### config.mk
export PLATFORM = sky130hd
export DESIGN_NAME = cycle_profiler_counters
export DESIGN_NICKNAME = d
export VERILOG_FILES = /design/src/rtl/cycle_profiler_counters.sv
export SDC_FILE = /design/constraint.sdc
export NUM_CORES = 1
export LEC_CHECK = 0
export BUFFER_PORTS_ARGS = -buffer_cell sky130_fd_sc_hd__buf_4
export CORE_UTILIZATION = 50
export DETAILED_ROUTE_END_ITERATION = 8
export PLACE_DENSITY_LB_ADDON = 0.15
export SETUP_SLACK_MARGIN = 0.02
export SLEW_MARGIN = 20
export SYNTH_ARGS = -nofsm -noshare
export SYNTH_HDL_FRONTEND = slang
export SYNTH_SLANG_ARGS = --single-unit
### constraint.sdc
create_clock -name clk -period 1.94 [get_ports clk]
set_clock_uncertainty 0.05 [all_clocks]
set_input_delay 0.097 -clock clk [delete_from_list [all_inputs] [get_ports clk]]
set_output_delay 0.097 -clock clk [all_outputs]
set_load 0.05 [all_outputs]
### src/rtl/cycle_profiler_counters.sv
// cycle_profiler_counters: per-channel event counters plus a cycle counter,
// with atomic snapshot into shadows and a valid/ready readout stream.
module cycle_profiler_counters #(
  parameter int WIDTH    = 32,
  parameter int CHANNELS = 4,
  parameter bit SATURATE = 1'b0,
  localparam int IDX_W   = (CHANNELS > 1) ? $clog2(CHANNELS) : 1
) (
  input  logic                clk,
  input  logic                reset,
  input  logic                clear,
  input  logic [CHANNELS-1:0] count_en,
  input  logic                snap_req,
  output logic                snap_busy,
  output logic                out_valid,
  input  logic                out_ready,
  output logic [IDX_W-1:0]    out_channel,
  output logic [WIDTH-1:0]    out_count,
  output logic                out_last,
  output logic [CHANNELS-1:0] overflow,
  output logic [WIDTH-1:0]    cycle_count
);
  typedef enum logic {IDLE, STREAM} state_t;
  localparam logic [IDX_W-1:0] LAST = IDX_W'(CHANNELS - 1);
  state_t              state_q;
  logic [IDX_W-1:0]    ch_q;
  logic [WIDTH-1:0]    cnt_q [CHANNELS];
  logic [WIDTH-1:0]    cnt_d [CHANNELS];
  logic [WIDTH-1:0]    shadow_q [CHANNELS];
  logic [CHANNELS-1:0] ovf_q, ovf_d;
  logic [WIDTH-1:0]    cyc_q, cyc_d;
  always_comb begin
    ovf_d = '0;
    for (int i = 0; i < CHANNELS; i++) begin
      cnt_d[i] = clear ? '0 :
                 !count_en[i] ? cnt_q[i] :
                 (SATURATE && &cnt_q[i]) ? cnt_q[i] : cnt_q[i] + WIDTH'(1);
      ovf_d[i] = !clear && (ovf_q[i] || (count_en[i] && &cnt_q[i]));
    end
    cyc_d = clear ? '0 : cyc_q + WIDTH'(1);
  end
  always_ff @(posedge clk) begin
    if (!reset) begin
      state_q  <= IDLE;
      ch_q     <= '0;
      ovf_q    <= '0;
      cyc_q    <= '0;
      cnt_q    <= '{default: '0};
      shadow_q <= '{default: '0};
    end else begin
      cnt_q <= cnt_d;
      ovf_q <= ovf_d;
      cyc_q <= cyc_d;
      if (state_q == IDLE) begin
        // shadows take the pre-edge values, before this cycle's increment or clear
        if (snap_req) begin
          shadow_q <= cnt_q;
          state_q  <= STREAM;
          ch_q     <= '0;
        end
      end else if (out_ready) begin
        if (ch_q == LAST) begin
          state_q <= IDLE;
          ch_q    <= '0;
        end else begin
          ch_q <= ch_q + IDX_W'(1);
        end
      end
    end
  end
  assign snap_busy   = (state_q == STREAM);
  assign out_valid   = (state_q == STREAM);
  assign out_channel = ch_q;
  assign out_count   = shadow_q[ch_q];
  assign out_last    = (state_q == STREAM) && (ch_q == LAST);
  assign overflow    = ovf_q;
  assign cycle_count = cyc_q;
endmodule

## After elaboration in Yosys (flattened, before gate mapping)

Index checks and enable logic that the tools add are counted.

- Logic and storage cells: 57
- Flip-flop bits (word level): 295
- Input bits: 9
- Output and inout port bits: 73

- Bitwise gates (word level): 3
- Magnitude comparators: 1
- Reduce and logical (&&, ||, !) cells: 22
- Mux-type cells: 11
- Equality and inequality tests: 2
- Add/subtract/negate cells: 6

Operators with widths:

| kind | number |
|---|---|
| 32-bit by 1-bit adder with 32-bit output (second input constant) | 5 |
| 32-bit AND reduction | 4 |
| 32-bit binary-select mux with 2-bit select | 1 |
| 32-bit 2-to-1 mux | 2 |
| 1-bit logical AND | 9 |
| 2-bit 2-to-1 mux | 4 |
| 1-bit logical OR | 4 |
| 1-bit 2-to-1 mux | 4 |
| 2-bit AND reduction | 2 |
| 3-bit >= comparator (second input constant) | 1 |
| 2-bit inverter with 3-bit output | 1 |
| 2-bit by 1-bit adder with 2-bit output (second input constant) | 1 |
| 2-bit == test (second input constant) | 1 |
| 2-bit inequality test (second input constant) | 1 |
| 1-bit inverter | 2 |
| 2-bit nonzero test | 1 |
| 2-bit OR reduction | 1 |
| 1-bit logical NOT | 1 |

## Longest topological paths before layout

- Depth in word-level cells: 4
- Gate-level depth with buffers: 7
- Depth with buffers taken out: 6

## Worst setup path after synthesis

Ideal clock, no wire load.

- Path type: register to output
- From: register ch_q[0] (netlist: out_channel[0])
- To: output port out_count[23]
- Stages on the path, launching flop included: 4
- Path buffers: 2
- Required time: 1.793 ns
- Arrival time: 2.225 ns
- Path slack: -0.432 ns
- Path through: dfxtp_1 -> clkbuf_1 -> buf_1 -> mux4_2

- Cells in the longest elaborated chain, start to end: 4

RTL lines:

| item | RTL line | RTL |
|---|---|---|
| start, declared | 26 | `logic [IDX_W-1:0] ch_q;` |
| start signal, assigned | 66 | `ch_q <= ch_q + IDX_W'(1);` |
| 2-bit inverter with 3-bit output (not written as such) | 74 | `assign out_count = shadow_q[ch_q];` |
| 32-bit binary-select mux with 2-bit select | 74 |  |
| 32-bit 2-to-1 mux (not written as such) (2 in series) | 74 |  |
| end, declared | 18 | `output logic [WIDTH-1:0] out_count,` |

No other way between the ends. The select of a mux whose other input is x is not followed.

## Worst setup path after layout

- From: register ch_q[0] (netlist: out_channel[0])
- To: output port out_count[21]

The elaborated chain is that of the path after synthesis.

==> results.cfg <==
[outcome]
outcome = finished, violations left
violations = negative setup slack

[finish]
num-nets-final = 1599
fin_util_pct = 64.09
diodes = 0
fin_area_um2 = 15770
areaGrowthSynthToFinish_pct = 24.34
fin_cells = 1932
drive_gt1_share_pct = 19.78

[placed_design]
hpwl_um = 20520
gp_congestion = 0.7971
port_buffers = 81
dpl_cell_area_um2 = 14290
placedCellCount = 1859

[worst_setup_path]
required_ns = 1.79
path_max_fanout = 9
critPathLaunchType = flop
path_class = flop to primary output
end_kind = primary output
crit_arrival_ns = 1.87

[timing]
fin_crit_sh_pct = 104.1
max_slew.worst_pin.slew_ns = 0.5353
slew_violations = 0
setup_ws_ns = -0.07952
setup_violations = 32
rsz0062_at_grt = yes
slew_headroom_pct = 64.31
fin_crit_ns = 2.020
finalHoldViolCount = 0
fmax_mhz = 495.2

[route]
ant_nets = 0
drc_errors = 0
vias_per_cell = 5.367
dr.pass1.iters = 5
wire_per_inst_um = 15.61
drt_iter0_drc = 848
via_count = 10370
drt-total-wl_um = 30160

[clock_network]
cts_tree = done
cts_buffers = 34
cts_max_level = 2
clk_path_buf_depth = 3
clock_sinks = 295
root_buffer = clkbuf_16
path_clk_slew_ns = 0.06
clock_latency_ns = 0.50

[global_route]
grt_pass1_wl_um = 49760
overflow = 0
grt_max_degree = 87
grt_pass1_vias = 9591
antenna_found_initial = 0
grt_usage_pct = 23.50

[logic_synthesis]
synth_warnings = 0
syn_area_um2 = 12680
synth_edf_count = 0
yosysUniqueCellTypes = 44
syn_area_per_cell_um2 = 8.796
synth.area.top_cells = dfxtp_1 47%, nand2_1 9.6%, a21boi_0 7.6%, xor2_1 5.9%, mux4_2 5.7%
yosysTopAreaCell = dfxtp_1
syn-instance-count = 1442
async_flop_share_pct = 0
synth_nets = 1457
yosysTopAreaCellShare_pct = 46.56
ys_seq_elements = 295
yosys_most_used_dff = dfxtp_1
ys_seq_area_share_pct = 46.56

[power_and_ir_drop]
vdd_drop_max_v = 0.0005791
power.density_nw_per_um2 = 824.1
p_leak_nw = 5.633
p_comb_share_pct = 3.6
p_seq_share_pct = 46.9
p_clk_share_pct = 49.5
p_int_mw = 10.26
p_sw_mw = 2.738
p_total_mw = 13.00
swShare_pct = 21.07

[die]
core-area_um2 = 24600
fp.dieH_um = 161.3
placementRows = 57
ios = 82
die_x_um = 161.3
initial_utilization_pct = 51.55
fp.dieArea_um2 = 26010

[flow_run]
drv_cap = 0

[worst_hold_path]
holdCritPathClass = primary input to flop
==> cell type report <==
class                           instances  area, um^2
Clock buffer                           51        1016
Clock inverter                          9       126.4
Fill cell                            2109        8835
Inverter                                9       33.78
Multi-Input combinational cell       1049        6494
Sequential cell                       295        5929
Tap cell                              324       405.4
Timing Repair Buffer                  195        1765
==> synthesized netlist by cell type (all sizes together) (4+ instances only) <==
master    n
clkbuf   83
a31oi     5
or4       6
xnor2    30
or3      24
nor2    148
o211ai    5
o21ai    23
buf       6
nor2b     4
a21boi  128
nand3    51
mux4     32
inv       9
nand4    57
nand2   323
and2      8
and4     14
nor3     13
mux2i     6
dfxtp   295
xor2     85
and3     25
ha        6
nor4      7
a21oi    29
nand2b    5
a31o      6
==> critical path: stages, from the launching register on <==
cell	delay, ns
dfxtp_4	0.44
buf_12	0.18
mux4_2	0.57
buf_6	0.18
==> through the flow <==
stage	setup WS, ns	hold slack [ns]	setup TNS [ns]
after floorplan	-0.07985	0.1507	-0.2184
after global placement	-0.04750	0.2670	-0.1273
after detailed placement	-0.07389	0.2747	-0.2092
after CTS	-0.09535	0.04502	-2.095
after global routing	-0.1105	0.07146	-2.850
final	-0.07952	0.06219	-1.392
==> kinds of logic (layout without fill, tap and decap cells) <==
| logic type | count (synthesis) | after routing | share of synthesized area (%) |
|---|---|---|---|
| xor+xnor | 115 | 115 | 7.941 |
| simple gates | 687 | 687 | 24.70 |
| flops | 295 | 295 | 46.56 |
| fa+ha+maj | 6 | 6 | 0.5919 |
| compound gates | 203 | 203 | 11.09 |
| mux | 38 | 38 | 6.156 |
| buf+inv | 98 | 264 | 2.959 |
==> worst paths after layout <==
| path | startpoint | slack (ns) | depth (start not counted) | endpoint |
|---|---|---|---|---|
| setup / recovery | out_channel[0]$_SDFFE_PN0P_ | -0.08 | 3 | out_count[21] |
| hold / removal | clear | 0.06 | 4 | overflow[2]$_SDFF_PN0_ |
| setup reg to reg | cnt_q[1]$_SDFFE_PP0P_ | 0.05 | 7 | cnt_q[26]$_SDFFE_PP0P_ |
| hold reg to reg | cycle_count[0]$_SDFF_PP0_ | 0.40 | 1 | cycle_count[0]$_SDFF_PP0_ |
==> flip-flops by register name, indices dropped and copies added (netlist names) <==
| signal | cells |
|---|---|
| cnt_q | 128 |
| cycle_count | 32 |
| out_channel | 2 |
| out_valid | 1 |
| overflow | 4 |
| shadow_q | 128 |
==> cell usage in the layout (no fill, tap or decap), types with 4 or more instances in the layout <==
master / Yosys / final
nand2_1: 323 / 323
dfxtp_1: 295 / 278
nor2_1: 147 / 147
buf_4: 1 / 142
a21boi_0: 128 / 128
xor2_1: 85 / 85
nand4_1: 56 / 56
nand3_1: 51 / 50
clkbuf_16: 0 / 35
buf_6: 0 / 35
mux4_2: 32 / 32
xnor2_1: 30 / 30
a21oi_1: 29 / 27
and3_1: 25 / 25
o21ai_0: 23 / 23
or3_1: 24 / 22
dfxtp_2: 0 / 16
and4_1: 14 / 12
nor3_1: 13 / 11
inv_1: 9 / 9
buf_12: 0 / 9
clkbuf_8: 0 / 8
clkbuf_1: 82 / 8
dlygate4sd3_1: 0 / 7
and2_1: 6 / 6
mux2i_1: 6 / 6
a31o_2: 6 / 6
a31oi_1: 5 / 5
o211ai_1: 5 / 5
or4_1: 5 / 5
ha_1: 6 / 5
clkinv_2: 0 / 4
==> routing by layer <==
layer / global-route usage [%] / vias to the layer above / part of all wire, %
met5: 0 / - / 0
met4: 7.290 / 0 / 2.1
met3: 2.825 / 37 / 2.9
met2: 36.81 / 182 / 46
met1: 33.84 / 4941 / 49
li1: - / 5210 / -
==> power groups by stage <==
stage	logic (mW)	registers [mW]	clock network, mW
finish	0.471	6.09	6.43
CTS	0.475	6.09	6.58
floorplan	0.284	6.23	0
detailed placement	0.444	6.22	0
global route	0.507	6.09	6.83
global placement	0.445	6.22	0
==> timing repair <==
| item | 4_1_cts | 5_1_grt |
|---|---|---|
| setup endpoints to repair | 40 | 56 |
| cloned | 2 | 0 |
| hold buffers | 7 | 0 |
| buffers inserted | 1 | 3 |
| pin swaps | 2 | 4 |
| resized for setup | 37 | 12 |
| hold endpoints to repair | 19 | 0 |
(Power assumes the default switching activity.)
